$ cat src/rtl/pulse_trig_pkg.sv
// Shared types, default widths and the per-channel delay slice helper for pulse_trigger_gen.
package pulse_trig_pkg;

    typedef enum logic {
        IDLE = 1'b0,
        RUN  = 1'b1
    } state_e;

    localparam int unsigned DEF_CH_NUM   = 4;
    localparam int unsigned DEF_CYC_W    = 20;
    localparam int unsigned DEF_PW_W     = 12;
    localparam int unsigned DEF_DLY_W    = 10;
    localparam int unsigned DEF_BURST_W  = 8;
    localparam int unsigned DEF_CNT_W    = 16;
    localparam int unsigned DEF_DAMP_LEN = 50;

    // Widest packed delay vector the slice helper accepts.
    localparam int unsigned DLY_VEC_MAX = 256;

    function automatic logic [31:0] dly_slice(input logic [DLY_VEC_MAX-1:0] vec,
                                              input int unsigned            idx,
                                              input int unsigned            width);
        logic [DLY_VEC_MAX-1:0] sh;
        logic [31:0]            mask;
        sh   = vec >> (idx * width);
        mask = (32'd1 << width) - 32'd1;
        return sh[31:0] & mask;
    endfunction

endpackage

$ cat src/rtl/pulse_chan.sv
// One trigger channel: window compare against the shared period counter, registered trig,
// and the post-pulse damping counter when DAMP_EN is defined.
module pulse_chan
    import pulse_trig_pkg::*;
#(
    parameter int unsigned CYC_W    = DEF_CYC_W,
    parameter int unsigned PW_W     = DEF_PW_W,
`ifdef DAMP_EN
    parameter int unsigned DAMP_LEN = DEF_DAMP_LEN,
`endif
    parameter int unsigned DLY_W    = DEF_DLY_W
) (
    input  logic             clk,
    input  logic             rst_n,
    input  logic             run,
`ifdef DAMP_EN
    input  logic             clr,
`endif
    input  logic [CYC_W-1:0] pcnt,
    input  logic [DLY_W-1:0] dly,
    input  logic [PW_W-1:0]  pw,
    output logic             trig,
    output logic             damp
);

    logic [CYC_W:0] lo;
    logic [CYC_W:0] hi;
    logic           trig_d;
    logic           trig_q;

    // One extra bit so dly + pw never wraps; pcnt < cycle truncates the window at the wrap.
    always_comb begin
        lo     = (CYC_W+1)'(dly);
        hi     = lo + (CYC_W+1)'(pw);
        trig_d = run && ({1'b0, pcnt} >= lo) && ({1'b0, pcnt} < hi);
    end

    always_ff @(posedge clk or negedge rst_n) begin
        if (!rst_n) begin
            trig_q <= 1'b0;
        end else begin
            trig_q <= trig_d;
        end
    end

    assign trig = trig_q;

`ifdef DAMP_EN
    localparam int unsigned DW = $clog2(DAMP_LEN + 1);

    logic [DW-1:0] dcnt_d;
    logic [DW-1:0] dcnt_q;

    // A rising trig always wins over a running damp window so the two never overlap.
    always_comb begin
        dcnt_d = dcnt_q;
        if (clr || trig_d) begin
            dcnt_d = '0;
        end else if (trig_q) begin
            dcnt_d = DW'(DAMP_LEN);
        end else if (dcnt_q != '0) begin
            dcnt_d = dcnt_q - DW'(1);
        end
    end

    always_ff @(posedge clk or negedge rst_n) begin
        if (!rst_n) begin
            dcnt_q <= '0;
        end else begin
            dcnt_q <= dcnt_d;
        end
    end

    assign damp = (dcnt_q != '0);
`else
    assign damp = 1'b0;
`endif

endmodule

$ cat src/rtl/pulse_trigger_gen.sv
// Multi-channel phased ultrasonic trigger generator sharing one period counter.
// Optional damping outputs are built when the DAMP_EN macro is defined.
module pulse_trigger_gen
    import pulse_trig_pkg::*;
#(
    parameter int unsigned CH_NUM   = DEF_CH_NUM,
    parameter int unsigned CYC_W    = DEF_CYC_W,
    parameter int unsigned PW_W     = DEF_PW_W,
    parameter int unsigned DLY_W    = DEF_DLY_W,
    parameter int unsigned BURST_W  = DEF_BURST_W,
`ifdef DAMP_EN
    parameter int unsigned DAMP_LEN = DEF_DAMP_LEN,
`endif
    parameter int unsigned CNT_W    = DEF_CNT_W
) (
    input  logic                    clk,
    input  logic                    rst_n,
    input  logic                    en,
    input  logic                    start,
    input  logic [CYC_W-1:0]        cycle,
    input  logic [PW_W-1:0]         pulse,
    input  logic [CH_NUM*DLY_W-1:0] delay,
    input  logic [BURST_W-1:0]      burst,
    output logic [CH_NUM-1:0]       trig,
    output logic [CH_NUM-1:0]       damp,
    output logic                    sync,
    output logic                    busy,
    output logic                    done,
    output logic [CNT_W-1:0]        fire_cnt
);

    state_e                  state_d, state_q;
    logic [CYC_W-1:0]        pcnt_d, pcnt_q;
    logic [CNT_W-1:0]        fire_d, fire_q;
    logic [CYC_W-1:0]        cyc_s;
    logic [PW_W-1:0]         pw_s;
    logic [CH_NUM*DLY_W-1:0] dly_s;
    logic [BURST_W-1:0]      burst_s;
    logic                    sync_q, busy_q, done_q;
    logic                    fin_d, fin_q;
    logic                    launch, wrap, last, load_cfg, run;
    logic [CNT_W-1:0]        fire_inc;

    assign run = (state_q == RUN);

    always_comb begin
        launch   = (state_q == IDLE) && start && en && (cycle >= CYC_W'(2));
        // Compare at CYC_W+1 bits so a degenerate reloaded cycle still wraps every clock.
        wrap     = ({1'b0, pcnt_q} + (CYC_W+1)'(1)) >= {1'b0, cyc_s};
        fire_inc = fire_q + CNT_W'(1);
        last     = (burst_s != '0) && (fire_inc == CNT_W'(burst_s));
    end

    always_comb begin
        state_d  = state_q;
        pcnt_d   = pcnt_q;
        fire_d   = fire_q;
        load_cfg = 1'b0;
        fin_d    = 1'b0;
        unique case (state_q)
            IDLE: begin
                if (launch) begin
                    state_d  = RUN;
                    pcnt_d   = '0;
                    fire_d   = '0;
                    load_cfg = 1'b1;
                end
            end
            RUN: begin
                if (!en) begin
                    state_d = IDLE;
                end else if (wrap) begin
                    pcnt_d   = '0;
                    fire_d   = fire_inc;
                    load_cfg = 1'b1;
                    if (last) begin
                        state_d = IDLE;
                        fin_d   = 1'b1;
                    end
                end else begin
                    pcnt_d = pcnt_q + CYC_W'(1);
                end
            end
            default: state_d = IDLE;
        endcase
    end

    always_ff @(posedge clk or negedge rst_n) begin
        if (!rst_n) begin
            state_q <= IDLE;
            pcnt_q  <= '0;
            fire_q  <= '0;
            cyc_s   <= '0;
            pw_s    <= '0;
            dly_s   <= '0;
            burst_s <= '0;
            sync_q  <= 1'b0;
            busy_q  <= 1'b0;
            fin_q   <= 1'b0;
            done_q  <= 1'b0;
        end else begin
            state_q <= state_d;
            pcnt_q  <= pcnt_d;
            fire_q  <= fire_d;
            if (load_cfg) begin
                cyc_s <= cycle;
                pw_s  <= pulse;
                dly_s <= delay;
            end
            // The burst length is fixed for the whole run once launched.
            if (launch) begin
                burst_s <= burst;
            end
            sync_q <= run && (pcnt_q == '0);
            busy_q <= run;
            fin_q  <= fin_d;
            done_q <= fin_q;
        end
    end

`ifdef DAMP_EN
    logic abort_q;

    always_ff @(posedge clk or negedge rst_n) begin
        if (!rst_n) begin
            abort_q <= 1'b0;
        end else begin
            abort_q <= !en;
        end
    end
`endif

    for (genvar g = 0; g < CH_NUM; g++) begin : g_chan
        logic [DLY_W-1:0] dly_g;

        assign dly_g = DLY_W'(dly_slice(DLY_VEC_MAX'(dly_s), g, DLY_W));

        pulse_chan #(
            .CYC_W    (CYC_W),
            .PW_W     (PW_W),
`ifdef DAMP_EN
            .DAMP_LEN (DAMP_LEN),
`endif
            .DLY_W    (DLY_W)
        ) u_chan (
            .clk   (clk),
            .rst_n (rst_n),
            .run   (run),
`ifdef DAMP_EN
            .clr   (abort_q),
`endif
            .pcnt  (pcnt_q),
            .dly   (dly_g),
            .pw    (pw_s),
            .trig  (trig[g]),
            .damp  (damp[g])
        );
    end

    assign sync     = sync_q;
    assign busy     = busy_q;
    assign done     = done_q;
    assign fire_cnt = fire_q;

endmodule

$ cat config.mk
export PLATFORM = sky130hd
export DESIGN_NAME = pulse_trigger_gen
export DESIGN_NICKNAME = d
export VERILOG_FILES = /design/src/rtl/pulse_trig_pkg.sv /design/src/rtl/pulse_chan.sv /design/src/rtl/pulse_trigger_gen.sv
export SDC_FILE = /design/constraint.sdc
export NUM_CORES = 1
export LEC_CHECK = 0
export BUFFER_PORTS_ARGS = -buffer_cell sky130_fd_sc_hd__buf_4
export CORE_MARGIN = 8
export CORE_UTILIZATION = 55
export DETAILED_ROUTE_END_ITERATION = 8
export PLACE_DENSITY = 0.78
export SLEW_MARGIN = 0
export SYNTH_ARGS = -nofsm -noshare
export SYNTH_HDL_FRONTEND = slang
export SYNTH_HIERARCHICAL = 1
export SYNTH_SLANG_ARGS = --single-unit
$ cat constraint.sdc
create_clock -name clk -period 4.4 [get_ports clk]
set_input_delay 0.44 -clock clk [delete_from_list [all_inputs] [get_ports clk]]
set_output_delay 0.44 -clock clk [all_outputs]
set_load 0.02 [all_outputs]
Yosys cells after proc, flatten, opt, wreduce, memory -nomap -nowiden

Cells that the tools add are included.

Reductions and logical operators: 17
Equal/unequal tests: 4
Order comparisons: 10
Add/subtract/negate cells: 7
Bitwise logic cells: 1
Multiplexer cells: 20

Operators with widths:

| kind                                                                | number |
|---|---|
| less-than comparator 20 x 21 -> 1 bit                               | 4 |
| greater-or-equal comparator 20 x 10 -> 1 bit                        | 4 |
| 2-to-1 mux 20 bit                                                   | 3 |
| adder 10 x 12 -> 13 bit                                             | 4 |
| 2-to-1 mux 16 bit                                                   | 3 |
| one-hot mux 20 bit (2 select lines)                                 | 1 |
| one-hot mux 16 bit (2 select lines)                                 | 1 |
| adder 20 x 1 -> 21 bit (second input constant)                      | 1 |
| greater-or-equal comparator 21 x 20 -> 1 bit                        | 1 |
| adder 20 x 1 -> 20 bit (second input constant)                      | 1 |
| greater-or-equal comparator 20 x 2 -> 1 bit (second input constant) | 1 |
| logical NOT 20 bit                                                  | 1 |
| adder 16 x 1 -> 16 bit (second input constant)                      | 1 |
| equality test 16 x 8 -> 1 bit                                       | 1 |
| logical AND 1 bit                                                   | 13 |
| 2-to-1 mux 1 bit                                                    | 10 |
| nonzero test 8 bit                                                  | 1 |
| inequality test 2 bit (second input constant)                       | 2 |
| one-hot mux 1 bit (2 select lines)                                  | 2 |
| AND reduction 3 bit                                                 | 1 |
| inequality test 2 x 1 -> 1 bit (second input constant)              | 1 |
| AND reduction 2 bit                                                 | 1 |
| inverter 1 bit                                                      | 1 |

Flip-flop bits (word level): 125
Input port bits: 84
Logic and storage cells: 74

Depth between registers and ports, before layout

Gate-level depths: netlist of run 1.

Depth in word-level cells: 7
Depth in mapped cells: 18
Gate-level depth less buffers: 14

Hierarchy

The synthesis of run 1 kept the hierarchy.

By module, submodules not included:

| module                             | times used | cells an instance | area each (um^2) | sequential area each (um^2) |
|---|---|---|---|---|
| pulse_trigger_gen                  | 1          | 686               | 6083.3           | 3027.9 |
| pulse_chan at g_chan[1].u_chan ... | 2          | 122               | 992.2            | 25.0 |
| pulse_chan at g_chan[3].u_chan     | 1          | 134               | 1072.3           | 25.0 |
| pulse_chan at g_chan[0].u_chan     | 1          | 140               | 1071.0           | 25.0 |

Least setup slack after synthesis of run 1

No wires, ideal clock.

Path type: register -> register
From: register pcnt_q[1]
To: register fire_q[12] (netlist: fire_cnt[12])
Cell stages (with the launch flop): 16
Path slack: 0.461 ns
Path buffers: 2
Data arrival time: 3.810 ns
Cell sequence: dfrtp_1 ha_1 nand3_4 or4_4 buf_6 nor2_1 xor2_1 ha_1 a21oi_1 o21ai_0 or3_1 a211o_1 a21oi_1 nand2b_1 buf_2 o21ai_0

Cells in the longest elaborated chain, start to end: 4

Ends and longest elaborated chain:

| element                                      | line                     | RTL |
|---|---|---|
| from (decl)                                  | pulse_trigger_gen.sv:33  | `logic [CYC_W-1:0] pcnt_d, pcnt_q;` |
| from (signal assigned)                       | pulse_trigger_gen.sv:103 | `pcnt_q <= pcnt_d;` |
| adder 20 x 1 -> 21 bit                       | pulse_trigger_gen.sv:49  | `wrap = ({1'b0, pcnt_q} + (CYC_W+1)'(1)) >= {1'b0, cyc_s};` |
| greater-or-equal comparator 21 x 20 -> 1 bit | pulse_trigger_gen.sv:49  |  |
| inequality test 2 x 1 -> 1 bit (no line)     | n/a                      |  |
| AND reduction 3 bit (no line)                | n/a                      |  |
| to (signal assigned)                         | pulse_trigger_gen.sv:104 | `fire_q <= fire_d;` |
| to (decl)                                    | pulse_trigger_gen.sv:34  | `logic [CNT_W-1:0] fire_d, fire_q;` |

Every way passes these cells.
A chain may end at the register's enable or synchronous reset.

Worst setup path after layout of run 1

From: register pcnt_q[0]
To: register fire_q[12] (netlist: fire_cnt[12])

The elaborated chain is that of the path after synthesis.

==> results of run 1 <==
[synth_stat cells (5+ instances only)]
cell,number,area [um^2]
a21o_1,16,120.1
o211a_1,5,50.05
and3_1,6,37.54
o2111ai_1,6,52.55
o2bb2ai_1,6,52.55
nor2b_1,6,37.54
nor4_1,22,137.6
dfrtp_1,125,3128
nand3_1,45,225.2
a21boi_1,5,37.54
inv_1,82,307.8
buf_4,5,37.54
nor3_1,16,80.08
nand2_1,260,975.9
nor2_1,40,150.1
a21oi_1,62,310.3
o21a_1,8,60.06
a31oi_1,11,68.82
buf_6,6,67.56
o21bai_1,5,37.54
xor2_1,31,271.5
xnor2_1,37,324.1
a211o_1,5,43.79
buf_2,12,60.06
o21ai_0,67,335.3
o211ai_1,5,37.54
a211oi_1,13,97.59
or3_1,5,31.28
ha_1,151,1889
a22o_1,11,96.34
nand4_1,21,131.4
o31ai_1,7,52.55
clkbuf_1,13,48.80
nand2b_1,16,100.1
[routing by layer]
| metal | vias to the layer above | track usage, % | part of all wire (%) |
|---|---|---|---|
| met4 | 0 | 9.757 | 3.1 |
| li1 | 4505 | - | - |
| met5 | - | 0 | 0 |
| met1 | 4384 | 29.55 | 43 |
| met2 | 319 | 40.03 | 49 |
| met3 | 63 | 3.403 | 5.7 |
[where the power goes]
group,switching [uW],leakage [uW],internal [uW]
sequential,224,0.00161,1320
combinational,1100,0.00413,857
clock,574,0.000308,961
total,1900,0.00605,3140
[state kept, by name (all words and copies together) (netlist names)]
| name | count |
|---|---|
| dly_s | 40 |
| cyc_s | 20 |
| pcnt_q | 20 |
| fire_cnt | 16 |
| pw_s | 12 |
| burst_s | 8 |
| g_chan.u_chan/trig | 4 |
| busy | 1 |
| done | 1 |
| fin_q | 1 |
| run | 1 |
| sync | 1 |
[per-stage QoR]
stage	setup slack [ps]	util (%)	cells	area, um^2	hold slack (ps)
6_report	272.5	64.67	1562	11940	122.2
5_1_grt	32.58	64.67	1562	11940	196.4
4_1_cts	177.4	64.58	1561	11920	146.3
3_5_place_dp	202.2	61.15	1529	11280	343.3
3_3_place_gp	375.1	61.15	1529	11280	338.6
2_1_floorplan	461.4	-	1204	10210	144.4
[final timing paths]
kind                       slack, ps  cells after the start  startpoint           end
max                              270                     13   pcnt_q[0]  fire_cnt[12]
min                              120                      1       rst_n   fire_cnt[2]
max reg2reg                      270                     13   pcnt_q[0]  fire_cnt[12]
min reg2reg                      360                      0       fin_q          done
max in group asynchronous       3260                      2       rst_n      dly_s[1]
min in group clk                 190                      3    burst[7]    burst_s[7]
[worst max-delay path: cells and delay by family (launching register included)]
kind            cells  cell delay (ps)
xor+xnor            1              190
simple gates        5             1800
compound gates      5             1080
flops               1              360
fa+ha+maj           2              550
[layout make-up]
| type | count | area [um^2] | share of cell area (%) |
|---|---|---|---|
| timing repair buffer | 130 | 988.4 | 8.282 |
| tap | 234 | 292.8 | 2.453 |
| inverter | 83 | 311.5 | 2.610 |
| sequential | 125 | 3128 | 26.21 |
| clock inverter | 14 | 205.2 | 1.719 |
| multi-input combinational | 958 | 6580 | 55.13 |
| clock buffer | 18 | 429.2 | 3.596 |
[logic make-up after synthesis]
logic type | synth area share, %
compound gates | 17.68
xor+xnor | 5.833
fa+ha+maj | 19.29
buf+inv | 5.257
flops | 30.63
mux | 0.4044
other cells | 0.1470
simple gates | 20.76
[timing repair]
item / 4_1_cts / 5_1_grt
endpoints found under the hold margin: 0 / 0
resized for setup: 0 / 1
setup buffers: 0 / 0
setup endpoints to repair: 0 / 49
==> out/qor.log, run 1 <==
INFO  setup_path     cell_by_cell_listing_of_the_critical_path=ha_1 > nand3_4 > or4_4 > nor2_1 > xor2_1 > ha_1 > a21oi_1 > o21ai_0 > or3_1 > a211o_1 > a21oi_1 > nand2b_1 > o21ai_0
INFO  yosys          async_reset_ff_share=100.0%
INFO  cts            clk_pin_slew_worst_paths=60ps
INFO  floorplan      design.portCount=111
INFO  timing         rsz0062_at_grt=no
INFO  setup_path     arrival_worst_endpoint=4410ps
INFO  routing        detail_route.first_pass.iterations=5
INFO  cts            worst_skew_pair.late_latency=430ps
INFO  timing         report.final.setup_viol=0
INFO  hold_path      hold_class=in -> async
INFO  status         outcome=finished clean
INFO  timing         finalMaxSlewViolations=0
INFO  finish         layout-drive-gt1-share=14.16%
INFO  routing        final_antenna_net_count=0
INFO  finish         final_nets=1554
INFO  place          routabilityCongestion=0.9344
INFO  global_routing global_route_wire_length_before_repair=45.12mm
INFO  power_and_ir_drop max-vdd-ir-drop=0.2670mV
INFO  floorplan      rows=50
INFO  timing         max_freq=242.3MHz
INFO  setup_path     critPathMaxFanout=13
INFO  routing        routed_wire_length_per_instance=17.81um
INFO  place          buffer_ports.inserted=106
INFO  finish         flow.area_growth_from_synthesis=16.89%
INFO  yosys          synth_edf_count=0
INFO  yosys          synth_warnings=6
INFO  yosys          post_synth_instance_area=0.01021mm^2
INFO  routing        postRouteWirelength=27.81mm
INFO  cts            numClockSinks=125
INFO  timing         finalHoldViolations=0
INFO  power_and_ir_drop p_leak=0.006050uW
INFO  cts            total_clock_buffers_created_by_cts=17
INFO  cts            clockBufferDepth=2
INFO  place          hpwlAfterDp=20.10mm
INFO  floorplan      core=0.01846mm^2
INFO  global_routing number_of_antenna_violations_at_the_first_check_in_global_routing=0
INFO  global_routing grt_max_degree=97
INFO  timing         min_period=4127ps
INFO  floorplan      dieHeight=152.3um
INFO  cts            cts_root_buf=clkbuf_16
INFO  global_routing globalRouteOverflowTotal=0
INFO  timing         worst_clock_skew=12.32ps
INFO  yosys          yosys_register_bits=125
INFO  yosys          netlist_instances=1204
INFO  finish         most_common_cell_after_layout_fill_and_taps_aside=nand2_1
INFO  yosys          synth.lib_cells_used.distinct=78
INFO  setup_path     worstPathRequired=4680ps
INFO  routing        vias_per_cell=5.935
INFO  cts            cts_tree=done
INFO  global_routing global_route_usage_sum=23.56%
INFO  setup_path     end_kind=flop
INFO  yosys          syn-num-nets=1443
INFO  setup_path     cp_launch_type=flop
INFO  timing         worst_slew_pin_slew=895.8ps
INFO  yosys          seq_area_frac_synth=30.63%
INFO  setup_path     cpPeakStageDelay=610ps
INFO  floorplan      design.die.area=0.02318mm^2
INFO  cts            holdBufCountCts=0
INFO  power_and_ir_drop power.density=422.3mW/mm^2
INFO  routing        drtIter0Drc=710
INFO  power_and_ir_drop design_power_total=5040uW
INFO  routing        drt_drc_violations_left=0
INFO  global_routing via_count_of_the_first_global_routing_pass=9215
INFO  finish         filler_cell_count=1567
INFO  setup_path     critPathSlowestCell=or4_4
INFO  floorplan      floorplan.initialDensity=55.33%
INFO  job            timing.max_cap.violations=0
INFO  setup_path     timing.setup.critical_path_class=reg -> reg
INFO  yosys          syn_area_per_cell=8.481um^2
INFO  timing         worst_slew_margin_rel=40.28%
INFO  cts            htree_levels=4
INFO  floorplan      die_w=152.3um
INFO  finish         layout.cells.most_common_list=nand2_1 (260), ha_1 (151), buf_4 (129)
INFO  timing         period_share=93.81%
INFO  routing        route.vias.total=9271
INFO  finish         antennaDiodeCount=0
INFO  timing         setup-tns-final=0ps
INFO  yosys          commonest_register_cell_after_synthesis=dfrtp_1
Power figures use the tool's default switching activity.
==> run 2, diff against run 1 <==
- clock period: 4.4 -> 4.8 ns (I/O delays scaled with it)
==> run 2 against run 1 <==
Effect of this change:
- first-iteration DRC count fell by 12%
- utilization fell by 0.26 points
- sequential cell count did not move
- sequential power fell by 8%
- global-route usage rose by 0.088 points
- critical path type unchanged
- critical endpoint is now pcnt_q[17]
==> out/qor.log, run 2 (synthesized netlist as in run 1, its figures left out) <==
INFO  cts            total_clock_buffers_created_by_cts=17 [unchanged]
INFO  routing        detail_route.first_pass.iterations=5 [unchanged]
INFO  power_and_ir_drop power.combinational.fraction=39.9% [+1.0 points]
INFO  global_routing grt_max_degree=55 [-43%]
INFO  global_routing via_count_of_the_first_global_routing_pass=9302 [+0.94%]
INFO  finish         reg_top3=dly_s x40, cyc_s x20, pcnt_q x20
INFO  cts            worst_skew_pair.late_latency=430ps [about the same]
INFO  setup_path     end_kind=flop
INFO  timing         report.final.setup_viol=0 [unchanged]
INFO  timing         worst_clock_skew=12.71ps [+0.3888 ps]
INFO  finish         finish.instance_area=0.01189mm^2 [-0.40%]
INFO  floorplan      dieHeight=152.3um [unchanged]
INFO  finish         largest_reg_flops=40 [unchanged]
INFO  finish         filler_cell_count=1575 [+0.51%]
INFO  cts            cts_root_buf=clkbuf_16
INFO  finish         sequential_cell_area=0.003128mm^2 [unchanged]
INFO  finish         layout-drive-gt1-share=14.22% [+0.065 points]
INFO  routing        postRouteWirelength=27.29mm [-1.9%]
INFO  power_and_ir_drop max-vdd-ir-drop=0.2423mV [-9.2%]
INFO  power_and_ir_drop design_power_total=4481uW [-11%]
INFO  global_routing globalRouteOverflowTotal=0 [unchanged]
INFO  timing         max_freq=228.5MHz [-5.7%]
INFO  finish         flow.area_growth_from_synthesis=16.42%
INFO  power_and_ir_drop intPower=2729uW [-13%]
INFO  finish         most_common_cell_after_layout_fill_and_taps_aside=nand2_1
INFO  finish         layout.cells.most_common_list=nand2_1 (260), ha_1 (151), buf_4 (130)
INFO  timing         finalMaxSlewViolations=0 [unchanged]
INFO  global_routing global_route_wire_length_before_repair=45.35mm [+0.50%]
INFO  hold_path      hold_class=in -> async
INFO  timing         worst_slew_pin_slew=1119ps [+223.4 ps]
INFO  cts            htree_levels=4 [unchanged]
INFO  place          hpwlAfterDp=20.19mm [+0.46%]
INFO  place          placed_area=0.01131mm^2 [+0.24%]
INFO  timing         worst_slew_margin_rel=25.11% [-15 points]
INFO  timing         fin_worst_hold_slack=9.140ps [-113.0 ps]
INFO  cts            cts_resized=0 [unchanged]
INFO  place          routabilityCongestion=0.9228 [-1.2%]
INFO  timing         min_period=4376ps [+248.5 ps]
INFO  floorplan      design.die.area=0.02318mm^2 [unchanged]
INFO  power_and_ir_drop switching_share=39.10% [+1.4 points]
INFO  floorplan      design.portCount=111 [unchanged]
INFO  routing        vias_per_cell=5.939 [about the same]
INFO  setup_path     cp_launch_type=flop
INFO  cts            clk_pin_slew_worst_paths=70ps [about the same]
INFO  finish         combined_area_of_the_multi_input_logic_cells=0.006564mm^2 [-0.25%]
INFO  place          buffer_ports.inserted=106 [unchanged]
INFO  setup_path     critPathMaxFanout=9 [-4]
INFO  timing         rsz0062_at_grt=no
INFO  routing        drt_drc_violations_left=0 [unchanged]
INFO  routing        routed_wire_length_per_instance=17.46um [-1.9%]
INFO  status         outcome=finished clean
INFO  job            timing.max_cap.violations=0 [unchanged]
INFO  power_and_ir_drop switchingPower=1752uW [-7.9%]
INFO  finish         regMostFlops=dly_s
INFO  routing        route.vias.total=9283 [+0.13%]
INFO  floorplan      floorplan.initialDensity=55.33% [unchanged]
INFO  global_routing global_route_usage_sum=23.65% [+0.088 points]
INFO  setup_path     timing.setup.critical_path_class=reg -> reg
INFO  floorplan      core=0.01846mm^2 [unchanged]
INFO  global_routing number_of_antenna_violations_at_the_first_check_in_global_routing=0 [unchanged]
INFO  setup_path     arrival_worst_endpoint=4720ps [+310 ps]
INFO  finish         fin_cells=1563 [+0.064%]
INFO  cts            cts_tree=done
INFO  power_and_ir_drop power.density=377.0mW/mm^2 [-11%]
INFO  routing        final_antenna_net_count=0 [unchanged]
INFO  finish         final_nets=1555 [+0.064%]
INFO  floorplan      rows=50 [unchanged]
INFO  cts            clockBufferDepth=2 [unchanged]
INFO  floorplan      die_w=152.3um [unchanged]
INFO  timing         setup-tns-final=0ps [unchanged]
INFO  cts            numClockSinks=125 [unchanged]
INFO  power_and_ir_drop p_leak=0.006022uW [-0.46%]
INFO  place          numPlacedInstances=1531 [+0.13%]
INFO  cts            holdBufCountCts=0 [unchanged]
INFO  power_and_ir_drop pwr-share-clk=28.5% [-2.0 points]
INFO  cts            post_cts_buffers=0 [unchanged]
INFO  routing        drtIter0Drc=628 [-12%]
INFO  timing         period_share=91.17% [-2.6 points]
INFO  finish         antennaDiodeCount=0 [unchanged]
INFO  setup_path     worstPathRequired=5140ps [+460 ps]
INFO  timing         finalHoldViolations=0 [unchanged]
INFO  power_and_ir_drop sequential_power_share=31.6% [+1.0 points]
run 2: worst max-delay path, stage by stage (launching register included):
cell	delay, ps
dfrtp_1	550
and4_1	280
nand3_1	170
nor3b_1	240
buf_4	160
and3_1	210
nand3_1	140
xnor2_1	170
ha_1	290
nand2_1	80
o21ai_0	100
or3_1	360
a211o_1	380
a211oi_2	620
buf_4	270
a21oi_1	70
o21ai_0	190
run 2: worst paths after layout:
check / startpoint / end / slack, ps / cells past startpoint
worst min register to register: fin_q / done / 360 / 0
min in group clk: burst[0] / burst_s[0] / 230 / 3
worst max register to register: pcnt_q[5] / pcnt_q[17] / 420 / 16
max in group asynchronous: rst_n / dly_s[29] / 3760 / 2
worst max-delay path: pcnt_q[5] / pcnt_q[17] / 420 / 16
worst min-delay path: rst_n / burst_s[0] / 9 / 1
run 2: cell type report:
class,instances,share of cell area [%]
Multi-Input combinational cell,957,55.22
Timing Repair Buffer,132,8.546
Inverter,83,2.621
Clock buffer,18,3.610
Tap cell,234,2.463
Clock inverter,14,1.231
Sequential cell,125,26.31
run 2: power groups by stage:
stage	registers, uW	clock network (uW)	logic [uW]
detailed placement	1430	0	1750
global placement	1420	0	1690
floorplan	1370	0	1320
finish	1410	1280	1790
CTS	1410	1290	1780
global route	1430	1340	2020
run 2: metal layers:
| metal | up-vias | GRT usage (%) | wire (um) |
|---|---|---|---|
| met3 | 78 | 4.056 | 1457 |
| met1 | 4408 | 29.34 | 11710 |
| met2 | 307 | 39.71 | 13140 |
| met5 | - | 0 | 0 |
| met4 | 0 | 10.57 | 981 |
| li1 | 4490 | - | - |
run 2: metrics by stage:
stage,setup WS [ps],util [%]
final,424.1,64.41
after global routing,204.9,64.41
after detailed placement,610.6,61.29
after floorplan,861.4,-
after CTS,518.8,64.41
after global placement,723.6,61.29
